$ cat src/rtl/stage_b_fetch_data_pkg.sv
// Shared opcode constants and helpers for the fetch-data and write-back stages.
// Opcodes are one-hot; each OP_* value is the bit index of that opcode.
package stage_b_fetch_data_pkg;

  localparam int OP_INC       = 0;
  localparam int OP_DEC       = 1;
  localparam int OP_LEFT      = 2;
  localparam int OP_RIGHT     = 3;
  localparam int OP_IN        = 4;
  localparam int OP_OUT       = 5;
  localparam int OP_LOOPBEGIN = 6;
  localparam int OP_LOOPEND   = 7;
  localparam int OPCODE_MSB   = 7;

  // The write-back stage stores a new cell value for these operations.
  function automatic logic should_write_d(input logic [OPCODE_MSB:0] op);
    return op[OP_INC] | op[OP_DEC] | op[OP_IN];
  endfunction

  // These operations consume the current cell, so the cell must be fetched.
  function automatic logic needs_read(input logic [OPCODE_MSB:0] op);
    return op[OP_INC] | op[OP_DEC] | op[OP_OUT] | op[OP_LOOPBEGIN] | op[OP_LOOPEND];
  endfunction

endpackage

$ cat src/rtl/stage_b_fetch_data_dram_snoop_cmp.sv
// Compares a pending DRAM address against the write-back write port and
// substitutes the data being written when they match.
module dram_snoop_cmp #(
  parameter int A_WIDTH = 12,
  parameter int D_WIDTH = 8
) (
  input  logic               wb_ce_i,
  input  logic [A_WIDTH-1:0] wb_a_i,
  input  logic [D_WIDTH-1:0] wb_q_i,
  input  logic [A_WIDTH-1:0] addr_i,
  input  logic               need_i,
  input  logic [D_WIDTH-1:0] data_i,
  output logic               hit_o,
  output logic [D_WIDTH-1:0] data_o
);

  assign hit_o  = wb_ce_i && need_i && (wb_a_i == addr_i);
  assign data_o = hit_o ? wb_q_i : data_i;

endmodule

$ cat src/rtl/stage_b_fetch_data.sv
// DRAM read stage between decode and ALU: fetches the cell at dp for each operation
// that consumes it. Optional macro RAW_FORWARD_EN forwards same-cycle writes instead of stalling.
module stage_b_fetch_data
  import stage_b_fetch_data_pkg::*;
#(
  parameter int A_WIDTH = 12,
  parameter int D_WIDTH = 8
) (
  input  logic                  clk,
  input  logic                  reset,
  input  logic [A_WIDTH-1:0]    dp,
  output logic                  dce,
  output logic [A_WIDTH-1:0]    da,
  input  logic [D_WIDTH-1:0]    dd,
  input  logic                  wb_ce,
  input  logic [A_WIDTH-1:0]    wb_a,
  input  logic [D_WIDTH-1:0]    wb_q,
  input  logic [OPCODE_MSB:0]   operation_in,
  input  logic                  drdy_in,
  output logic                  ack,
  output logic [OPCODE_MSB:0]   operation,
  output logic [D_WIDTH-1:0]    a,
  output logic                  drdy,
  input  logic                  ack_in,
  output logic [1:0]            dbg_state_o
);

  // Handshake: a transfer happens on an edge where valid (drdy_in / drdy) and the
  // matching accept (ack / ack_in) are both high; valid side holds its payload until then.

  typedef enum logic [1:0] {
    SLOT_EMPTY = 2'd0,
    SLOT_FETCH = 2'd1,
    SLOT_HELD  = 2'd2
  } slot_state_e;

  slot_state_e          state_q, state_d;
  logic [OPCODE_MSB:0]  s_op_q, s_op_d;
  logic [A_WIDTH-1:0]   s_addr_q, s_addr_d;
  logic                 s_need_q, s_need_d;
  logic [D_WIDTH-1:0]   s_data_q, s_data_d;
  logic [OPCODE_MSB:0]  op_q, op_d;
  logic [D_WIDTH-1:0]   a_q, a_d;
  logic                 drdy_q, drdy_d;

  logic                 in_need;
  logic                 collision;
  logic                 stall;
  logic                 slot_busy;
  logic                 out_free;
  logic                 accept;
  logic [D_WIDTH-1:0]   fetch_raw;
  logic [D_WIDTH-1:0]   slot_base;
  logic [D_WIDTH-1:0]   slot_cur;
  logic                 slot_hit;

  assign in_need   = needs_read(operation_in);
  // The RAM returns pre-write data when a read and a write hit the same cell together.
  assign collision = drdy_in && in_need && wb_ce && (wb_a == dp);

`ifdef RAW_FORWARD_EN
  logic                 raw_q, raw_d;
  logic [D_WIDTH-1:0]   raw_data_q, raw_data_d;

  assign stall      = 1'b0;
  assign raw_d      = accept && collision;
  assign raw_data_d = wb_q;
  assign fetch_raw  = raw_q ? raw_data_q : dd;

  always_ff @(posedge clk) begin
    if (reset) begin
      raw_q      <= 1'b0;
      raw_data_q <= '0;
    end else begin
      raw_q      <= raw_d;
      raw_data_q <= raw_data_d;
    end
  end
`else
  assign stall     = collision;
  assign fetch_raw = dd;
`endif

  assign slot_busy = (state_q != SLOT_EMPTY);
  assign out_free  = !drdy_q || ack_in;
  assign ack       = !reset && !stall && (!slot_busy || out_free);
  assign accept    = drdy_in && ack;
  assign dce       = accept && in_need;
  assign da        = dp;

  // dd only matters in the cycle right after a real read was issued.
  assign slot_base = (state_q == SLOT_FETCH) ? (s_need_q ? fetch_raw : '0) : s_data_q;

  dram_snoop_cmp #(
    .A_WIDTH (A_WIDTH),
    .D_WIDTH (D_WIDTH)
  ) u_slot_snoop (
    .wb_ce_i (wb_ce),
    .wb_a_i  (wb_a),
    .wb_q_i  (wb_q),
    .addr_i  (s_addr_q),
    .need_i  (s_need_q && slot_busy),
    .data_i  (slot_base),
    .hit_o   (slot_hit),
    .data_o  (slot_cur)
  );

  always_comb begin
    state_d  = state_q;
    s_op_d   = s_op_q;
    s_addr_d = s_addr_q;
    s_need_d = s_need_q;
    s_data_d = slot_cur;
    op_d     = op_q;
    a_d      = a_q;
    drdy_d   = drdy_q;

    if (out_free) begin
      if (slot_busy) begin
        op_d   = s_op_q;
        a_d    = slot_cur;
        drdy_d = 1'b1;
      end else begin
        op_d   = '0;
        a_d    = '0;
        drdy_d = 1'b0;
      end
    end

    case (state_q)
      SLOT_EMPTY: begin
        if (accept) state_d = SLOT_FETCH;
      end
      SLOT_FETCH, SLOT_HELD: begin
        if (out_free) state_d = accept ? SLOT_FETCH : SLOT_EMPTY;
        else          state_d = SLOT_HELD;
      end
      default: state_d = SLOT_EMPTY;
    endcase

    if (accept) begin
      s_op_d   = operation_in;
      s_addr_d = dp;
      s_need_d = in_need;
    end
  end

  always_ff @(posedge clk) begin
    if (reset) begin
      state_q  <= SLOT_EMPTY;
      s_op_q   <= '0;
      s_addr_q <= '0;
      s_need_q <= 1'b0;
      s_data_q <= '0;
      op_q     <= '0;
      a_q      <= '0;
      drdy_q   <= 1'b0;
    end else begin
      state_q  <= state_d;
      s_op_q   <= s_op_d;
      s_addr_q <= s_addr_d;
      s_need_q <= s_need_d;
      s_data_q <= s_data_d;
      op_q     <= op_d;
      a_q      <= a_d;
      drdy_q   <= drdy_d;
    end
  end

  assign operation   = op_q;
  assign a           = a_q;
  assign drdy        = drdy_q;
  assign dbg_state_o = state_q;

endmodule

$ cat config.mk
export PLATFORM = sky130hd
export DESIGN_NAME = stage_b_fetch_data
export DESIGN_NICKNAME = d
export VERILOG_FILES = /design/src/rtl/stage_b_fetch_data_pkg.sv /design/src/rtl/stage_b_fetch_data_dram_snoop_cmp.sv /design/src/rtl/stage_b_fetch_data.sv
export SDC_FILE = /design/constraint.sdc
export NUM_CORES = 1
export LEC_CHECK = 0
export ABC_AREA = 0
export CAP_MARGIN = 5
export CORE_MARGIN = 5
export CORE_UTILIZATION = 40
export CTS_BUF_LIST = sky130_fd_sc_hd__clkbuf_16
export CTS_CLUSTER_DIAMETER = 100
export CTS_CLUSTER_SIZE = 40
export DETAILED_ROUTE_END_ITERATION = 7
export GPL_TIMING_DRIVEN = 0
export MAX_ROUTING_LAYER = met4
export PLACE_DENSITY = 0.74
export RECOVER_POWER = 25
export SLEW_MARGIN = 20
export SYNTH_ARGS = -nofsm -noshare
export SYNTH_HDL_FRONTEND = slang
export SYNTH_SLANG_ARGS = --single-unit
$ cat constraint.sdc
create_clock -name clk -period 2.7 [get_ports clk]
set_clock_uncertainty 0.1 [all_clocks]
set_input_delay 0.405 -clock clk [delete_from_list [all_inputs] [get_ports clk]]
set_output_delay 0.405 -clock clk [all_outputs]
set_load 0.02 [all_outputs]
; ---- Word level (Yosys, flattened, before mapping)
; Index checks and enable logic that the tools add are counted.
[word_totals]
elab_cells = 46
ff_bits = 48
out_inout_bits = 33
[op_classes]
n_bitwise = 4
reduce_logical = 19
mux = 10
eq_ne = 5
[op_table]
columns = operator, n
row1 = $mux 8, 5
row2 = $eq 12x12->1, 2
row3 = $logic_and 1x1->1, 10
row4 = $logic_not 1->1, 4
row5 = $mux 2, 2
row6 = $or 1x1->1, 4
row7 = $pmux 2 s2, 1
row8 = $eq 2x1->1 const B, 1
row9 = $eq 2x2->1 const B, 1
row10 = $logic_not 2->1, 1
row11 = $logic_or 1x1->1, 2
row12 = $mux 1, 2
row13 = $ne 2x2->1 const B, 1
row14 = $reduce_bool 2->1, 1
row15 = $reduce_or 2->1, 1

; ---- Depth between registers and ports, before layout
; Gate-level depths: netlist (run 1).
[logic_depth]
ltp_word = 14
mapped_depth = 9
mapped_depth_nobuf = 7

; ---- Modules after synthesis
; A second synthesis (run 1) with hierarchy kept.
[unflattened]
hier_cells = 296
area_unflattened_um2 = 2561.2
[modules_own_cells]
columns = mod, cells_each, instances, seq_area_each_um2, area_each_um2
row1 = stage_b_fetch_data, 269, 1, 960.9, 2287.2
row2 = dram_snoop_cmp, 27, 1, 0.0, 274.0

; ---- Worst setup path after synthesis (run 1)
; Ideal clock, no wire load.
[synth_path]
path_type = input to output
start = input port operation_in[0]
end = output port dce
required_time_ns = 2.195
cell_stages = 5
path_slack_ns = 0.249
t_arrival_ns = 1.946
path_cell_list = or4_4 o211a_1 and4_4 buf_2 nor3_1
[synth_between]
elab_chain_len = 12
[synth_lines]
columns = item, line_no
row1 = from (decl), stage_b_fetch_data.sv:18  ; input logic [OPCODE_MSB:0] operation_in,
row2 = $or 1x1->1 (*) (4 in series), stage_b_fetch_data_pkg.sv:22  ; return op[OP_INC] | op[OP_DEC] | op[OP_OUT] | op[OP_LOOPBEGIN] | op[OP_LOOPEND];
row3 = $logic_and 1x1->1 (3 in series), stage_b_fetch_data.sv:59  ; assign collision = drdy_in && in_need && wb_ce && (wb_a == dp);
row4 = $logic_not 1->1, stage_b_fetch_data.sv:86  ; assign ack = !reset && !stall && (!slot_busy || out_free);
row5 = $logic_and 1x1->1 (2 in series), stage_b_fetch_data.sv:86
row6 = $logic_and 1x1->1, stage_b_fetch_data.sv:87  ; assign accept = drdy_in && ack;
row7 = $logic_and 1x1->1 (*), stage_b_fetch_data.sv:88  ; assign dce = accept && in_need;
row8 = to (decl), stage_b_fetch_data.sv:12  ; output logic dce,
; Every way passes the cells marked *; elsewhere a longest branch is shown, timed or not.

; ---- Worst setup path in the final report (run 1)
; Ends and elaborated chain as after synthesis.

==> impl_metrics.prom, run 1 <==
# TYPE chip_impl_metric gauge
chip_impl_metric{name="post_synth_inst_count",unit=""} 267
chip_impl_metric{name="setup_viol_count_final",unit=""} 0
chip_impl_metric{name="synth_area_per_cell",unit="um^2"} 8.44
chip_impl_metric{name="grt_start_max_net_pins",unit=""} 16
chip_impl_metric{name="critical_path_rt",unit="ns"} 2.19
chip_impl_metric{name="crit_arrival",unit="ns"} 2.15
chip_impl_metric{name="fp.dieW",unit="um"} 85.1
chip_impl_metric{name="final-hold-violation-count",unit=""} 0
chip_impl_metric{name="detailedRoute.firstIterationViolations",unit=""} 142
chip_impl_metric{name="synth.ff_latch_count",unit=""} 48
chip_impl_info{name="ctsRootBufferMaster",value="sky130_fd_sc_hd__clkbuf_16"} 1
chip_impl_metric{name="cts.clk_slew.worst_paths",unit="ns"} 0.06
chip_impl_info{name="cts_tree",value="done"} 1
chip_impl_metric{name="compound_cell_area_share_of_the_yosys_netlist",unit=""} 0.184
chip_impl_metric{name="layout-drive-gt1-share",unit=""} 0.0994
chip_impl_metric{name="max_cap_viol_count",unit=""} 0
chip_impl_metric{name="grt_pass1_vias",unit=""} 2202
chip_impl_metric{name="ys.warnings.count",unit=""} 0
chip_impl_info{name="critPathLaunchType",value="input port"} 1
chip_impl_metric{name="ctsHtreeMaxLevel",unit=""} 2
chip_impl_metric{name="cts-hold-fix-buffers",unit=""} 0
chip_impl_metric{name="buffer_ports.inserted",unit=""} 84
chip_impl_metric{name="seq_area_frac_synth",unit=""} 0.426
chip_impl_metric{name="grt.overflow.total",unit=""} 0
chip_impl_metric{name="drc",unit=""} 0
chip_impl_metric{name="power.density_cell_area",unit="nW/um^2"} 502
chip_impl_metric{name="gp_congestion",unit=""} 0.887
chip_impl_metric{name="totalNegativeSetupSlack",unit="ns"} 0
chip_impl_info{name="dominant_combinational_cell_family_by_area_after_synthesis",value="compound AO/OA/AOI/OAI gates"} 1
chip_impl_metric{name="instances_no_fill",unit=""} 434
chip_impl_metric{name="cellLeakagePower",unit="nW"} 1.40
chip_impl_metric{name="post_synth_and_or_nand_nor_area_fraction",unit=""} 0.158
chip_impl_metric{name="first_pass_iters",unit=""} 4
chip_impl_metric{name="wire_length_of_the_first_global_routing_pass",unit="mm"} 10.3
chip_impl_metric{name="ir_worst_vdd",unit="mV"} 0.303
chip_impl_info{name="ys_dominant_reg_cell",value="sky130_fd_sc_hd__dfxtp_1"} 1
chip_impl_metric{name="clock_sink_count",unit=""} 48
chip_impl_metric{name="final_min_period_over_clock_period",unit=""} 0.984
chip_impl_metric{name="antennaDiodeCount",unit=""} 0
chip_impl_metric{name="core_area",unit="um^2"} 5510
chip_impl_metric{name="die_span_in_y",unit="um"} 85.1
chip_impl_metric{name="synth-xor-area-share",unit=""} 0.0933
chip_impl_metric{name="die_ar",unit="um^2"} 7230
chip_impl_metric{name="source_to_sink_clock_delay_at_the_later_pin_of_the_worst_skew_pair",unit="ns"} 0.28
chip_impl_metric{name="cts-buffers-inserted",unit=""} 5
chip_impl_metric{name="post_synthesis_cell_type_count",unit=""} 33
chip_impl_info{name="critPathKind",value="in -> out"} 1
chip_impl_metric{name="final_antenna_net_count",unit=""} 0
chip_impl_metric{name="viasPerCell",unit=""} 5.16
chip_impl_metric{name="syn_to_final_growth",unit="%"} 51.7
chip_impl_metric{name="finish.net_count",unit=""} 417
chip_impl_metric{name="num_vias",unit=""} 2241
chip_impl_metric{name="worst_slew_margin_rel",unit=""} 0.331
chip_impl_metric{name="syn-num-nets",unit=""} 323
chip_impl_metric{name="grt_usage",unit=""} 0.181
chip_impl_metric{name="netlist_area",unit="um^2"} 2250
chip_impl_info{name="run_status",value="completed"} 1
chip_impl_info{name="rsz0062_at_grt",value="yes"} 1
chip_impl_metric{name="critical_path_peak_fanout",unit=""} 2
chip_impl_metric{name="site_row_count",unit=""} 27
chip_impl_metric{name="detail_route.wl_per_cell",unit="um"} 14.8
chip_impl_info{name="timing.hold.worst.class",value="reg -> reg"} 1
chip_impl_metric{name="initial_utilization",unit=""} 0.409
chip_impl_metric{name="detailed_place_hpwl",unit="mm"} 4.77
chip_impl_metric{name="postRouteWirelength",unit="mm"} 6.44
chip_impl_info{name="setup.worst_path.end_class",value="output port"} 1
chip_impl_metric{name="clock_path_buffers",unit=""} 2
chip_impl_metric{name="async_flop_share",unit=""} 0
chip_impl_metric{name="initial_antenna_violation_count",unit=""} 0
chip_impl_metric{name="synth_edf_count",unit=""} 0
chip_impl_metric{name="final_max_slew_viol_count",unit=""} 0
chip_impl_metric{name="max_freq",unit="MHz"} 377
chip_impl_metric{name="finalCoreUtilization",unit=""} 0.621
chip_impl_metric{name="io_pins",unit=""} 86
chip_impl_metric{name="period_needed",unit="ns"} 2.66
chip_impl_metric{name="area_share_of_fa_ha_maj_cells_after_synthesis",unit=""} 0.0167
chip_impl_metric{name="worst-slew-pin-transition",unit="ns"} 0.996
chip_impl_metric{name="dp.cells",unit=""} 423
chip_impl_metric{name="muxShareOfSynthArea",unit=""} 0.0355
area by class of cell:
cell class,count,area (um^2)
clock inverter,3,42.5
timing repair buffer,88,873
fill,486,2090
buffer,27,156
multi-input combinational,180,1130
sequential,48,961
clock buffer,5,125
inverter,11,41.3
tap,72,90.1
metrics by stage:
| step | cell area, um^2 | power, W | setup slack, ns | hold WS (ns) |
|---|---|---|---|---|
| 6_report | 3420 | 0.00172 | 0.0445 | 0.347 |
| 5_1_grt | 3420 | 0.00179 | -0.00516 | 0.387 |
| 4_1_cts | 3400 | 0.00173 | 0.0561 | 0.359 |
| 3_5_place_dp | 3180 | 0.00103 | -0.662 | 0.343 |
| 3_3_place_gp | 3180 | 0.00102 | -0.704 | 0.338 |
| 2_1_floorplan | 2250 | 0.000881 | 0.249 | 0.343 |
path summary, 6_finish.rpt:
check | from | to | cells past startpoint | slack, ns
max reg2reg | dbg_state_o[1] | s_addr_q[0] | 8 | 0.57
min | a[0] | a[0] | 2 | 0.35
max | operation_in[0] | dce | 6 | 0.04
min reg2reg | a[0] | a[0] | 2 | 0.35
cell usage after synthesis (2+ instances only):
cell,count,area [um^2]
sky130_fd_sc_hd__inv_1,11,41.3
sky130_fd_sc_hd__o21ai_0,36,180
sky130_fd_sc_hd__and2_1,2,12.5
sky130_fd_sc_hd__clkbuf_1,11,41.3
sky130_fd_sc_hd__nand4_1,2,12.5
sky130_fd_sc_hd__mux2i_1,8,80.1
sky130_fd_sc_hd__xnor2_1,2,17.5
sky130_fd_sc_hd__nand2_1,19,71.3
sky130_fd_sc_hd__buf_2,3,15.0
sky130_fd_sc_hd__nand3_1,21,105
sky130_fd_sc_hd__ha_1,3,37.5
sky130_fd_sc_hd__nor4_1,4,25.0
sky130_fd_sc_hd__a22o_1,8,70.1
sky130_fd_sc_hd__xor2_1,22,193
sky130_fd_sc_hd__a21oi_1,24,120
sky130_fd_sc_hd__nor3_1,5,25.0
sky130_fd_sc_hd__buf_4,12,90.1
sky130_fd_sc_hd__buf_1,2,7.51
sky130_fd_sc_hd__dfxtp_1,48,961
sky130_fd_sc_hd__nor2_1,11,41.3
layer usage:
layer / global-route usage / vias to the layer above / wire length [um]
met1: 0.224 / 1051 / 2870
met3: 0.0544 / 6 / 515
li1: - / 1104 / -
met4: 0.0432 / 0 / 67
met2: 0.290 / 80 / 2980
met5: - / - / 0
worst max-delay path: stages:
cell                              delay (ns)
sky130_fd_sc_hd__clkdlybuf4s50_1        0.42
sky130_fd_sc_hd__or4_4                  0.56
sky130_fd_sc_hd__o211a_1                0.25
sky130_fd_sc_hd__and4_4                 0.17
sky130_fd_sc_hd__nor3_4                 0.21
sky130_fd_sc_hd__buf_6                  0.14
what timing repair did:
| action | 4_1_cts | 5_1_grt |
|---|---|---|
| endpoints found under the setup margin | 2 | 5 |
| pin swaps | 1 | 2 |
| resized for setup | 18 | 6 |
| buffers inserted | 3 | 1 |
| gates cloned | 0 | 0 |
flip-flops by register name (all words and copies together), names as in the netlist:
signal	cells
a	8
dbg_state_o	2
drdy	1
operation	8
s_addr_q	12
s_data_q	8
s_need_q	1
s_op_q	8
kinds of logic (layout without fill, tap and decap cells):
group / count (synthesis) / after routing
xor+xnor: 24 / 24
buf+inv: 39 / 134
flops: 48 / 48
fa+ha+maj: 3 / 3
compound gates: 73 / 73
simple gates: 72 / 72
mux: 8 / 8
layout by cell type, fill, tap and decap left out, drive strengths merged, types with 4 or more instances in the layout:
cell type and instances:
a21oi 24, a22o 8, buf 21, clkbuf 17
clkdlybuf4s50 63, dfxtp 48, dlygate4sd3 19, inv 11
mux2i 8, nand2 19, nand3 21, nor2 11
nor3 5, nor4 4, o21ai 36, xor2 22
where the power goes:
group          leakage [nW]  internal (W)  switching [W]
sequential            0.390      0.000729      0.0000124
combinational         0.927      0.000148       0.000129
clock                0.0814      0.000435       0.000264
No activity file was read; power rests on OpenSTA's default activity.
==> run 2, diff against run 1 <==
--- a/config.mk
+++ b/config.mk
@@ -7,15 +7,17 @@
 export LEC_CHECK = 0
 export ABC_AREA = 0
 export CAP_MARGIN = 5
+export CELL_PAD_IN_SITES_DETAIL_PLACEMENT = 1
+export CELL_PAD_IN_SITES_GLOBAL_PLACEMENT = 1
 export CORE_MARGIN = 5
-export CORE_UTILIZATION = 40
+export CORE_UTILIZATION = 31
 export CTS_BUF_LIST = sky130_fd_sc_hd__clkbuf_16
 export CTS_CLUSTER_DIAMETER = 100
 export CTS_CLUSTER_SIZE = 40
 export DETAILED_ROUTE_END_ITERATION = 7
 export GPL_TIMING_DRIVEN = 0
 export MAX_ROUTING_LAYER = met4
-export PLACE_DENSITY = 0.74
+export PLACE_DENSITY_LB_ADDON = 0.1
 export RECOVER_POWER = 25
 export SLEW_MARGIN = 20
 export SYNTH_ARGS = -nofsm -noshare
==> run 2 against run 1 <==
Against the previous run:
- maximum frequency is 1.1% higher
- critical path type unchanged
- critical endpoint unchanged
- largest power group unchanged
- sequential cell count stayed put
- die area is 25% higher
- largest cell class unchanged
==> impl_metrics.prom, run 2 (same netlist as run 1, synthesis figures left out) <==
# TYPE chip_impl_metric gauge
chip_impl_metric{name="die_span_in_y",unit="um"} 95.3
chip_impl_metric{name="ctsHtreeMaxLevel",unit=""} 2
chip_impl_metric{name="grt_pass1_vias",unit=""} 2298
chip_impl_info{name="timing.hold.worst.class",value="in -> reg"} 1
chip_impl_info{name="largest_register",value="s_addr_q"} 1
chip_impl_metric{name="final-hold-violation-count",unit=""} 0
chip_impl_metric{name="worst_slew_margin_rel",unit=""} 0.314
chip_impl_metric{name="drc",unit=""} 0
chip_impl_metric{name="antennaDiodeCount",unit=""} 0
chip_impl_metric{name="period_needed",unit="ns"} 2.63
chip_impl_metric{name="fp.dieW",unit="um"} 95.3
chip_impl_metric{name="cellLeakagePower",unit="nW"} 1.40
chip_impl_metric{name="final_min_period_over_clock_period",unit=""} 0.973
chip_impl_metric{name="cts.clk_slew.worst_paths",unit="ns"} 0.06
chip_impl_metric{name="clock_sink_count",unit=""} 48
chip_impl_info{name="min_from",value="operation_in[0]"} 1
chip_impl_metric{name="io_pins",unit=""} 86
chip_impl_metric{name="syn_to_final_growth",unit="%"} 52.4
chip_impl_info{name="ctsRootBufferMaster",value="sky130_fd_sc_hd__clkbuf_16"} 1
chip_impl_metric{name="power.density_cell_area",unit="nW/um^2"} 474
chip_impl_metric{name="core_area",unit="um^2"} 7180
chip_impl_info{name="run_status",value="completed"} 1
chip_impl_metric{name="initial_antenna_violation_count",unit=""} 0
chip_impl_metric{name="fillerInstances",unit=""} 834
chip_impl_metric{name="first_pass_iters",unit=""} 4
chip_impl_info{name="r2r-start",value="dbg_state_o[0]"} 1
chip_impl_metric{name="cts-buffers-inserted",unit=""} 5
chip_impl_metric{name="worst-slew-pin-transition",unit="ns"} 1.02
chip_impl_info{name="worstPathCellList",value="clkdlybuf4s50_1, or4_4, o211a_1, and4_4, nor3_2, buf_4"} 1
chip_impl_metric{name="grt.overflow.total",unit=""} 0
chip_impl_info{name="layout.cells.most_common",value="sky130_fd_sc_hd__clkdlybuf4s50_1"} 1
chip_impl_metric{name="critical_path_peak_fanout",unit=""} 2
chip_impl_metric{name="postRouteWirelength",unit="mm"} 7.12
chip_impl_metric{name="grt_usage",unit=""} 0.166
chip_impl_metric{name="finalInstanceArea",unit="um^2"} 3430
chip_impl_metric{name="detail_route.wl_per_cell",unit="um"} 15.4
chip_impl_metric{name="detailedRoute.firstIterationViolations",unit=""} 70
chip_impl_metric{name="final_antenna_net_count",unit=""} 0
chip_impl_metric{name="max_freq",unit="MHz"} 381
chip_impl_metric{name="setup_viol_count_final",unit=""} 0
chip_impl_info{name="critPathKind",value="in -> out"} 1
chip_impl_info{name="critical-path-slowest-cell",value="sky130_fd_sc_hd__or4_4"} 1
chip_impl_metric{name="finalCoreUtilization",unit=""} 0.479
chip_impl_info{name="cts_tree",value="done"} 1
chip_impl_metric{name="slowest_delay",unit="ns"} 0.50
chip_impl_metric{name="layout-drive-gt1-share",unit=""} 0.0994
chip_impl_metric{name="max_cap_viol_count",unit=""} 0
chip_impl_metric{name="site_row_count",unit=""} 31
chip_impl_metric{name="buffer_ports.inserted",unit=""} 84
chip_impl_info{name="mostFrequentLayoutCells",value="sky130_fd_sc_hd__clkdlybuf4s50_1 (61), sky130_fd_sc_hd__dfxtp_1 (48), sky130_fd_sc_hd__o21ai_0 (36)"} 1
chip_impl_metric{name="source_to_sink_clock_delay_at_the_later_pin_of_the_worst_skew_pair",unit="ns"} 0.28
chip_impl_info{name="worstSetupStartpoint",value="operation_in[5]"} 1
chip_impl_metric{name="clock_path_buffers",unit=""} 2
chip_impl_info{name="rsz0062_at_grt",value="no"} 1
chip_impl_metric{name="finish.net_count",unit=""} 417
chip_impl_metric{name="crit_arrival",unit="ns"} 2.12
chip_impl_info{name="setup.worst_path.end_class",value="output port"} 1
chip_impl_metric{name="ir_worst_vdd",unit="mV"} 0.310
chip_impl_metric{name="detailed_place_hpwl",unit="mm"} 5.45
chip_impl_metric{name="num_vias",unit=""} 2185
chip_impl_metric{name="die_ar",unit="um^2"} 9070
chip_impl_metric{name="wire_length_of_the_first_global_routing_pass",unit="mm"} 11.3
chip_impl_metric{name="final_max_slew_viol_count",unit=""} 0
chip_impl_info{name="critPathLaunchType",value="input port"} 1
chip_impl_metric{name="critical_path_rt",unit="ns"} 2.19
chip_impl_metric{name="largest_reg_flops",unit=""} 12
chip_impl_metric{name="dpl_cell_area",unit="um^2"} 3220
chip_impl_metric{name="initial_utilization",unit=""} 0.314
chip_impl_metric{name="grt_start_max_net_pins",unit=""} 16
chip_impl_metric{name="viasPerCell",unit=""} 4.74
chip_impl_metric{name="gp_congestion",unit=""} 0.821
## run 2: path summary, 6_finish.rpt
kind,end,slack (ns),depth (start not counted)
setup reg to reg,s_addr_q[11],0.54,8
hold reg to reg,a[4],0.36,2
hold / removal,s_op_q[0],0.33,3
setup / recovery,dce,0.07,6
## run 2: final cells by class
cell class | count | area, um^2 | area share
clock inverter | 3 | 18.8 | 0.00546
inverter | 11 | 41.3 | 0.0120
clock buffer | 5 | 125 | 0.0364
multi-input combinational | 180 | 1130 | 0.330
sequential | 48 | 961 | 0.280
timing repair buffer | 88 | 875 | 0.255
buffer | 27 | 156 | 0.0455
tap | 99 | 124 | 0.0361
## run 2: worst max-delay path, delay by kind of cell
family	cells	cell delay, ns
AO/OA/AOI/OAI	1	0.26
AND/OR/NAND/NOR	3	0.84
buffers and inverters	2	0.61
## run 2: metal layers
metal | share of wire | track usage | vias up
li1 | - | - | 1099
met1 | 0.46 | 0.205 | 1038
met2 | 0.50 | 0.283 | 46
met3 | 0.040 | 0.0339 | 2
met4 | 0.0044 | 0.0325 | 0
met5 | 0 | - | -
## run 2: timing repair
action | in CTS | in global routing
setup buffers | 3 | 1
setup endpoints to repair | 2 | 4
pin swaps | 0 | 2
resized for setup | 16 | 9
endpoints found under the hold margin | 0 | 0
hold buffers | 0 | 0
## run 2: report_power, final
group | leakage, nW | internal (W) | switching, W
Combinational | 0.951 | 0.000147 | 0.000134
Sequential | 0.390 | 0.000729 | 0.0000118
Clock | 0.0635 | 0.000340 | 0.000266
## run 2: metrics by stage
step                cells  hold WS, ns  total power (W)  worst slack (ns)  setup TNS (ns)
global placement      450        0.338          0.00103            -0.749           -3.08
CTS                   460        0.374          0.00165            0.0137               0
floorplan             267        0.343         0.000881             0.249               0
finish                461        0.334          0.00163            0.0736               0
global route          461        0.349          0.00170            0.0243               0
detailed placement    450        0.356          0.00103            -0.741           -3.16
